<file path="config.mk">
export PLATFORM = sky130hd
export DESIGN_NAME = tcp_client_conn
export DESIGN_NICKNAME = d
export VERILOG_FILES = /design/src/rtl/tcp_client_conn.sv
export SDC_FILE = /design/constraint.sdc
export NUM_CORES = 1
export LEC_CHECK = 0
export ABC_CLOCK_PERIOD_IN_PS = 5150
export CAP_MARGIN = 15
export CORE_MARGIN = 2
export CORE_UTILIZATION = 30
export DETAILED_ROUTE_END_ITERATION = 10
export SLEW_MARGIN = 25
export SYNTH_ARGS = -nofsm -noshare
export SYNTH_HDL_FRONTEND = slang
export SYNTH_SLANG_ARGS = --single-unit
</file>
<file path="constraint.sdc">
create_clock -name clk -period 5.15 [get_ports clk]
set_clock_uncertainty 0.15 [all_clocks]
set_input_delay 0.7725 -clock clk [delete_from_list [all_inputs] [get_ports clk]]
set_output_delay 0.7725 -clock clk [all_outputs]
set_load 0.05 [all_outputs]
</file>
<file path="src/rtl/tcp_client_conn.sv">
// tcp_client_conn: active-open TCP connection FSM; handles headers only, payload bypasses it.
module tcp_client_conn #(
   parameter int SYN_TIMEOUT = 1000,
   parameter int MAX_RETRIES = 3,
   parameter int TW_CYCLES   = 2000
) (
   input  logic        clk,
   input  logic        rst,
   input  logic        open_req,
   input  logic        close_req,
   input  logic [31:0] isn,
   input  logic        seg_in_vld,
   output logic        seg_in_rdy,
   input  logic [3:0]  seg_in_flags,
   input  logic [31:0] seg_in_seq,
   input  logic [31:0] seg_in_ack,
   input  logic [15:0] seg_in_len,
   output logic        seg_out_vld,
   input  logic        seg_out_rdy,
   output logic [3:0]  seg_out_flags,
   output logic [31:0] seg_out_seq,
   output logic [31:0] seg_out_ack,
   output logic [2:0]  state_o,
   output logic        established,
   output logic        err_timeout
);
   typedef enum logic [2:0] {CLOSED, SYN_SENT, ESTABLISHED, FIN_WAIT_1, FIN_WAIT_2, LAST_ACK, TIME_WAIT} state_t;
   localparam logic [3:0] F_SYN = 4'b1000, F_ACK = 4'b0100, F_FIN = 4'b0010, F_RST = 4'b0001;
   state_t state, n_state;
   logic [31:0] snd_nxt, rcv_nxt, n_snd, n_rcv, e_seq, e_ack, rcv_data;
   logic [15:0] timer, n_tmr;
   logic [7:0]  retries, n_ret;
   logic [3:0]  e_flags;
   logic        emit, n_err, acc, rst_seg, seg, fin, seq_ok, ack_ok, can_emit;
   assign seg_in_rdy  = ~seg_out_vld;
   assign acc         = seg_in_vld & seg_in_rdy;
   assign rst_seg     = acc & seg_in_flags[0];
   assign seg         = acc & ~seg_in_flags[0];
   assign fin         = seg_in_flags[1];
   assign seq_ok      = seg_in_seq == rcv_nxt;
   assign ack_ok      = seg_in_flags[2] & (seg_in_ack == snd_nxt);
   assign can_emit    = ~seg_out_vld | seg_out_rdy;
   assign rcv_data    = rcv_nxt + {16'd0, seg_in_len} + {31'd0, fin};
   assign state_o     = state;
   assign established = state == ESTABLISHED;
   always_comb begin
      n_state = state;
      n_snd   = snd_nxt;
      n_rcv   = rcv_nxt;
      n_tmr   = timer;
      n_ret   = retries;
      n_err   = 1'b0;
      emit    = 1'b0;
      e_flags = F_ACK;
      e_seq   = snd_nxt;
      e_ack   = rcv_nxt;
      // past SYN_SENT an RST consumes the cycle; only an in-window one closes
      if (state > SYN_SENT && rst_seg) begin
         if (seq_ok) n_state = CLOSED;
      end else begin
         case (state)
            CLOSED: if (open_req & can_emit) begin
               n_state = SYN_SENT;
               n_snd   = isn;
               emit    = 1'b1;
               e_flags = F_SYN;
               e_seq   = isn;
               e_ack   = 32'd0;
               n_tmr   = 16'd0;
               n_ret   = 8'd0;
            end
            SYN_SENT: begin
               if (seg && seg_in_flags == (F_SYN | F_ACK) && seg_in_ack == snd_nxt + 32'd1) begin
                  n_state = ESTABLISHED;
                  n_snd   = snd_nxt + 32'd1;
                  n_rcv   = seg_in_seq + 32'd1;
                  emit    = 1'b1;
                  e_seq   = snd_nxt + 32'd1;
                  e_ack   = seg_in_seq + 32'd1;
               end else if (rst_seg && seg_in_flags == (F_RST | F_ACK) && seg_in_ack == snd_nxt + 32'd1)
                  n_state = CLOSED;
               else if (~seg_out_vld && timer == 16'(SYN_TIMEOUT - 1)) begin
                  n_tmr = 16'd0;
                  if (retries < 8'(MAX_RETRIES)) begin
                     emit    = 1'b1;
                     e_flags = F_SYN;
                     e_ack   = 32'd0;
                     n_ret   = retries + 8'd1;
                  end else begin
                     n_state = CLOSED;
                     n_err   = 1'b1;
                  end
               end else if (close_req)
                  n_state = CLOSED;
               else if (~seg_out_vld)
                  n_tmr = timer + 16'd1;
            end
            ESTABLISHED: begin
               if (seg && seq_ok) begin
                  n_rcv = rcv_data;
                  e_ack = rcv_data;
                  emit  = fin | (seg_in_len != 16'd0);
                  if (fin) begin
                     e_flags = F_ACK | F_FIN;
                     n_snd   = snd_nxt + 32'd1;
                     n_state = LAST_ACK;
                  end
               end else if (seg)
                  emit = 1'b1;
               else if (close_req && can_emit) begin
                  emit    = 1'b1;
                  e_flags = F_FIN | F_ACK;
                  n_snd   = snd_nxt + 32'd1;
                  n_state = FIN_WAIT_1;
               end
            end
            FIN_WAIT_1, FIN_WAIT_2: begin
               if (seg && fin && seq_ok) begin
                  n_rcv   = rcv_nxt + 32'd1;
                  emit    = 1'b1;
                  e_ack   = rcv_nxt + 32'd1;
                  n_tmr   = 16'd0;
                  n_state = TIME_WAIT;
               end else if (state == FIN_WAIT_1 && seg && ack_ok && !fin)
                  n_state = FIN_WAIT_2;
            end
            LAST_ACK: if (seg && ack_ok) n_state = CLOSED;
            TIME_WAIT: begin
               if (seg && fin) begin
                  emit  = 1'b1;
                  n_tmr = 16'd0;
               end else if (timer == 16'(TW_CYCLES - 1)) begin
                  n_state = CLOSED;
                  n_tmr   = 16'd0;
               end else
                  n_tmr = timer + 16'd1;
            end
            default: n_state = CLOSED;
         endcase
      end
   end
   always_ff @(posedge clk) begin
      if (rst) begin
         state         <= CLOSED;
         snd_nxt       <= 32'd0;
         rcv_nxt       <= 32'd0;
         timer         <= 16'd0;
         retries       <= 8'd0;
         err_timeout   <= 1'b0;
         seg_out_vld   <= 1'b0;
         seg_out_flags <= 4'd0;
         seg_out_seq   <= 32'd0;
         seg_out_ack   <= 32'd0;
      end else begin
         state       <= n_state;
         snd_nxt     <= n_snd;
         rcv_nxt     <= n_rcv;
         timer       <= n_tmr;
         retries     <= n_ret;
         err_timeout <= n_err;
         if (emit) begin
            seg_out_vld   <= 1'b1;
            seg_out_flags <= e_flags;
            seg_out_seq   <= e_seq;
            seg_out_ack   <= e_ack;
         end else if (seg_out_rdy) begin
            seg_out_vld   <= 1'b0;
            seg_out_flags <= 4'd0;
            seg_out_seq   <= 32'd0;
            seg_out_ack   <= 32'd0;
         end
      end
   end
endmodule
</file>
Word level (Yosys, flattened, before mapping)
Cells that the tools add are included.
- register bits: 161
- input port bits: 122
- output and inout port bits: 75
- logic and storage cells: 181
- $add $sub $neg: 7
- $lt $le $gt $ge: 2
- equality and inequality tests: 36
- muxes and demuxes: 85
- bitwise gates (word level): 12
- reduce and logical (&&, ||, !) cells: 29
- operator list (kind ; number):
    32-bit 2-to-1 mux ; 19
    32-bit case mux with 3 select lines ; 2
    16-bit 2-to-1 mux ; 9
    32-bit case mux with 4 select lines ; 1
    32-bit by 1-bit adder with 32-bit output (second input constant) ; 3
    32-bit equality test ; 3
    16-bit case mux with 4 select lines ; 1
    32-bit case mux with 2 select lines ; 1
    3-bit 2-to-1 mux ; 17
    8-bit 2-to-1 mux ; 5
    4-bit 2-to-1 mux ; 9
    32-bit by 1-bit adder with 32-bit output ; 1
    32-bit by 16-bit adder with 32-bit output ; 1
    3-bit inequality test (second input constant) ; 7
    3-bit case mux with 6 select lines ; 1
    16-bit by 1-bit adder with 16-bit output (second input constant) ; 1
    16-bit by 10-bit equality test with 1-bit output (second input constant) ; 1
    16-bit by 11-bit equality test with 1-bit output (second input constant) ; 1
    2-bit inequality test (second input constant) ; 8
    8-bit case mux with 2 select lines ; 1
    16-bit nonzero test ; 1
    1-bit logical AND ; 14
    1-bit 2-to-1 mux ; 14
    6-bit inequality test (second input constant) ; 2
    other kinds (31) ; 48

Logic depth before layout (Yosys ltp)
Gate-level depths: netlist (run 1).
- depth after elaboration: 10
- depth in mapped cells: 16

Worst setup path before layout (run 1)
OpenSTA, ideal clock, no wires.
- kind: flip-flop to flip-flop
- start point: register snd_nxt[9]
- end point: register seg_out_seq[0]
- setup time: 0.136 ns
- arrival time: 3.389 ns
- slack: 1.476 ns
- stages on the path, launching flop included: 16
- buffers on the path: 5
- clock period less this slack: 3.674 ns
- cells stage by stage: dfxtp_1 buf_4 nand4_4 or4_1 buf_2 or4_1 a22oi_2 and3_1 and4_1 buf_4 nor4_4 or2_1 buf_6 buf_4 a211oi_1 a211oi_2
- cells in the longest elaborated chain, start to end: 8
- elaborated cells on any way between the ends: 13
- classes of those cells: add/sub: 1; eq/ne: 1; mux: 8; reduce/logical: 3
- RTL lines (item ; RTL line ; text):
    start: declaration ; 30 ; logic [31:0] snd_nxt, rcv_nxt, n_snd, n_rcv, e_seq, e_ack, rcv_data;
    start signal: assignment ; 156 ; snd_nxt <= n_snd;
    32-bit by 1-bit adder with 32-bit output (*) ; 73, 80 ;
    32-bit equality test (*) ; 73, 80 ;
    1-bit logical AND ; 80 ; end else if (rst_seg && seg_in_flags == (F_RST | F_ACK) && seg_in_ack == snd_nxt + 32'd1)
    1-bit 2-to-1 mux ; 80 ;
    1-bit 2-to-1 mux ; 73 ; if (seg && seg_in_flags == (F_SYN | F_ACK) && seg_in_ack == snd_nxt + 32'd1) begin
    1-bit case mux with 5 select lines ; 61 ; case (state)
    1-bit 2-to-1 mux ; 58 ; if (state > SYN_SENT && rst_seg) begin
    32-bit 2-to-1 mux / 2-bit nonzero test (equally long branches) ; n/a ;
    end signal: assignment ; 164 ; seg_out_seq <= e_seq;
    end: declaration ; 21 ; output logic [31:0] seg_out_seq,
Mark *: on every way between the ends. The rest lies on a longest branch, timed or not.
A chain may end at the register's enable or synchronous reset.

Worst setup path after layout (run 1)
- start point: register snd_nxt[0]
- end point: register seg_out_seq[2]
- cells in the longest elaborated chain, start to end: 8
- elaborated cells on any way between the ends: 13
- classes of those cells: add/sub: 1; eq/ne: 1; mux: 8; reduce/logical: 3
- RTL lines (item ; RTL line):
    32-bit by 1-bit adder with 32-bit output (*) ; 73, 78, 80
    32-bit equality test ; 73, 80
    1-bit logical AND ; 80
    1-bit 2-to-1 mux ; 80
    1-bit 2-to-1 mux ; 73
    1-bit case mux with 5 select lines ; 61
    1-bit 2-to-1 mux ; 58
    32-bit 2-to-1 mux / 2-bit nonzero test (equally long branches) ; n/a
Marks and branches as above.

==> metrics.yaml, run 1 <==
global_routing:
  antenna_found_initial: 1
  grt.overflow.total: 0
  grt_pass1_vias: 15500
  grt_use_total_pct: 26.86
  grt_pass1_wl_mm: 97.23
  grt_max_degree: 66
power_and_ir_drop:
  ir_worst_vdd_v: 0.0001426
  p_total_mw: 3.886
  p_seq_share_pct: 35.4
  power.switching_mw: 1.479
  powerDensity_mw_per_mm2: 222.9
  p_comb_share_pct: 30.6
  clkPwrFrac_pct: 34.0
  swShare_pct: 38.06
  power.static_leakage_nw: 6.177
  intPower_mw: 2.407
yosys:
  yosysWarnings: 0
  synth_top_area_share_pct: 23.37
  ys_seq_elements: 160
  async_flop_share_pct: 0
  synthXorXnorAreaFrac_pct: 8.626
  yosys-top-cells-area: "dfxtp_1, nand2_1, a21oi_1"
  yosysMostFrequentCell: "nand2_1"
  synth-edff-count: 0
  muxShareOfSynthArea_pct: 1.178
  synth_simple_gate_area_share_pct: 27.99
  synth_ff_type: "dfxtp_1"
  synth-adder-area-share_pct: 2.118
  synth_top_family_by_area: "compound AO/OA/AOI/OAI gates"
  yosys.area.top_type: "dfxtp_1"
  synth_compound_area_share_pct: 30.89
  syn_inst: 1881
  synth_area_per_cell_um2: 7.287
  ys_seq_area_share_pct: 23.37
  synth_commonest_cells: "nand2_1, dfxtp_1, a21oi_1"
  ys_types: 89
  netlist_area_mm2: 0.01371
  syn-num-nets: 2025
clocking:
  cts_hold_buf: 0
  post_cts_buffers: 0
  clock_path_buffers: 2
  post_cts_resized: 0
  clock-sinks: 160
  path_clk_slew_ps: 70
  cts_tree: "done"
  cts-htree-levels: 4
  clk_latency_ps: 470
  cts_inserted_buffers: 17
  cts_root_buffer: "clkbuf_16"
route:
  drc: 0
  first_pass_iters: 6
  via_per_inst: 6.032
  vias: 16150
  totalWireLength_mm: 65.15
  wl_per_cell_um: 24.33
  ant_nets: 0
  drtIter0Drc: 1700
job:
  drv_cap: 0
critical_path:
  worst_r2r_startpoint: "snd_nxt[0]"
  arrival_ps: 4790
  slowest_delay_ps: 640
  r2r_setup_slack_ps: 520
  cp-end-kind: "register"
  slowest_stage: "dfxtp_1"
  cp_max_fo: 26
  r2r_end: "seg_out_seq[2]"
  critPathRequiredTime_ps: 5310
  cp-start-kind: "register"
  path_cells: "ha_1 > nand3_2 > nor4_1 > buf_4 > xor2_1 > o211ai_1 > a2111oi_4 > buf_4 > and4_1 > nor4_4 > or2_2 > buf_12 > a221oi_1 > a221oi_2"
  reg2reg_depth: 14
  criticalPathCategory: "reg2reg"
  crit_top_cell: "buf_4"
sta:
  slew_violations: 0
  final.setup.tns_ps: 0
  period_needed_ps: 4627
  max_freq_ghz: 0.2161
  worst_slack_ps: 522.5
  hold_violations: 0
  tightest_slew_ps: 1028
  period_share_pct: 89.85
  hold_ws_ps: 309.9
  slew_headroom_pct: 31.25
  rsz0062_at_grt: "false"
  setup_viol: 0
cells_and_area:
  stdcell_count: 2678
  syn2layout_area_growth_pct: 27.19
  drive_gt1_share_pct: 10.98
  finalInstanceArea_mm2: 0.01743
  postLayoutCoreUtil_pct: 38.50
  final_nets: 2208
min_path:
  hold_path_end: "retries[7]"
  hold_path_depth: 1
  min_from: "retries[7]"
  hold_class: "reg2reg"
floorplanning:
  core_area_mm2: 0.04528
  ioPinCount: 197
  die_w_um: 217.8
  rows: 78
  start_util_pct: 30.27
  fp.dieH_um: 217.8
  dieArea_mm2: 0.04742
placement:
  post-place-ws_ps: 431.2
  routabilityCongestion: 0.9749
  portBuffers: 195
  dpl.cell_count: 2645
  dpl.hpwl_mm: 49.23
  place_area_mm2: 0.01685
outcome:
  outcome: "finished, final reports clean"
[how the worst max path moves through the flow]
stage / start / to / slack (ps) / depth (start not counted)
after floorplan: snd_nxt[9] / seg_out_seq[0] / 1480 / 15
after global placement: seg_in_seq[27] / seg_out_ack[22] / 450 / 12
after detailed placement: seg_in_seq[27] / seg_out_seq[2] / 430 / 12
after CTS: snd_nxt[0] / seg_out_seq[2] / 620 / 13
after global routing: snd_nxt[0] / seg_out_seq[25] / 400 / 14
final: snd_nxt[0] / seg_out_seq[2] / 520 / 14
[cell families (layout without fill, tap and decap cells)]
kind of cell             Yosys count  after routing
AO/OA/AOI/OAI                    604            604
XOR/XNOR                         135            135
adder cells (fa/ha/maj)           22             22
buffers and inverters            182            378
flip-flops                       160            160
multiplexers                      16             16
other                              1              2
AND/OR/NAND/NOR                  761            761
[placed cells by master (no fill, tap or decap), types with 9 or more instances in the layout]
cell type	Yosys	layout
or3_1	11	11
ha_1	20	20
or4_1	11	11
clkdlybuf4s50_1	0	194
and2_1	20	20
clkbuf_16	0	17
o21ai_0	127	126
nand4_1	48	48
and4_1	15	15
o22ai_1	32	32
inv_1	22	22
a22o_1	30	30
nand2_1	263	263
a21boi_0	9	9
a311oi_1	10	10
nand3_1	82	82
a221oi_1	10	10
nor4_1	28	28
nor2_1	132	127
o21a_1	11	11
o31ai_1	11	10
a31oi_1	34	34
buf_12	0	12
nor3_1	40	39
and3_1	48	48
xnor2_1	66	66
o32ai_1	16	16
a221oi_2	27	27
o311ai_0	9	9
a21oi_1	153	152
dfxtp_1	160	160
mux2i_1	15	15
a211oi_1	15	15
or4b_1	11	11
buf_4	9	117
xor2_1	69	69
nand2b_1	10	10
[routing by layer]
layer	part of all wire (%)	wire length, um	track usage, %
met1	43	27970	35.68
met2	46	30170	44.17
met3	7.7	5016	4.170
met4	3.0	1984	9.229
met5	0.025	16	0
[worst max-delay path, delay by kind of cell (launching register included)]
family	cells	cell delay, ps
and+or+nand+nor	5	1470
AOI/OAI and AO/OA	4	870
buffers and inverters	3	670
DFF	1	640
xor gates and xnor gates	1	380
adders and majority gates	1	270
[flip-flops by register name, summed over array words and instances, names as in the netlist]
signal	flops
err_timeout	1
rcv_nxt	32
retries	8
seg_out_ack	32
seg_out_flags	3
seg_out_seq	32
seg_out_vld	1
snd_nxt	32
state_o	3
timer	16
[power groups by stage]
stage               logic [mW]  clock network (mW)  registers [mW]
detailed placement        1.17                   0            1.40
global route              1.26                1.39            1.38
CTS                       1.18                1.34            1.37
finish                    1.19                1.32            1.38
floorplan                0.606                   0            1.45
global placement          1.17                   0            1.40
[layout make-up]
class,count,area [um2]
tap,600,750.7
clock inverter,14,140.1
timing repair buffer,323,3060
multi-input combinational,1539,9752
antenna,1,2.502
clock buffer,18,439.2
inverter,23,86.33
sequential,160,3203
fill,4763,27850
(Power assumes the default switching activity.)
==> inputs of run 2 (changes only) <==
--- a/config.mk
+++ b/config.mk
@@ -9,6 +9,7 @@
 export CAP_MARGIN = 15
 export CORE_MARGIN = 2
 export CORE_UTILIZATION = 30
+export CTS_CLUSTER_DIAMETER = 150
 export DETAILED_ROUTE_END_ITERATION = 10
 export SLEW_MARGIN = 25
 export SYNTH_ARGS = -nofsm -noshare
==> results of run 2 <==
The final DEF is identical to that of run 1; final timing and power are the same.
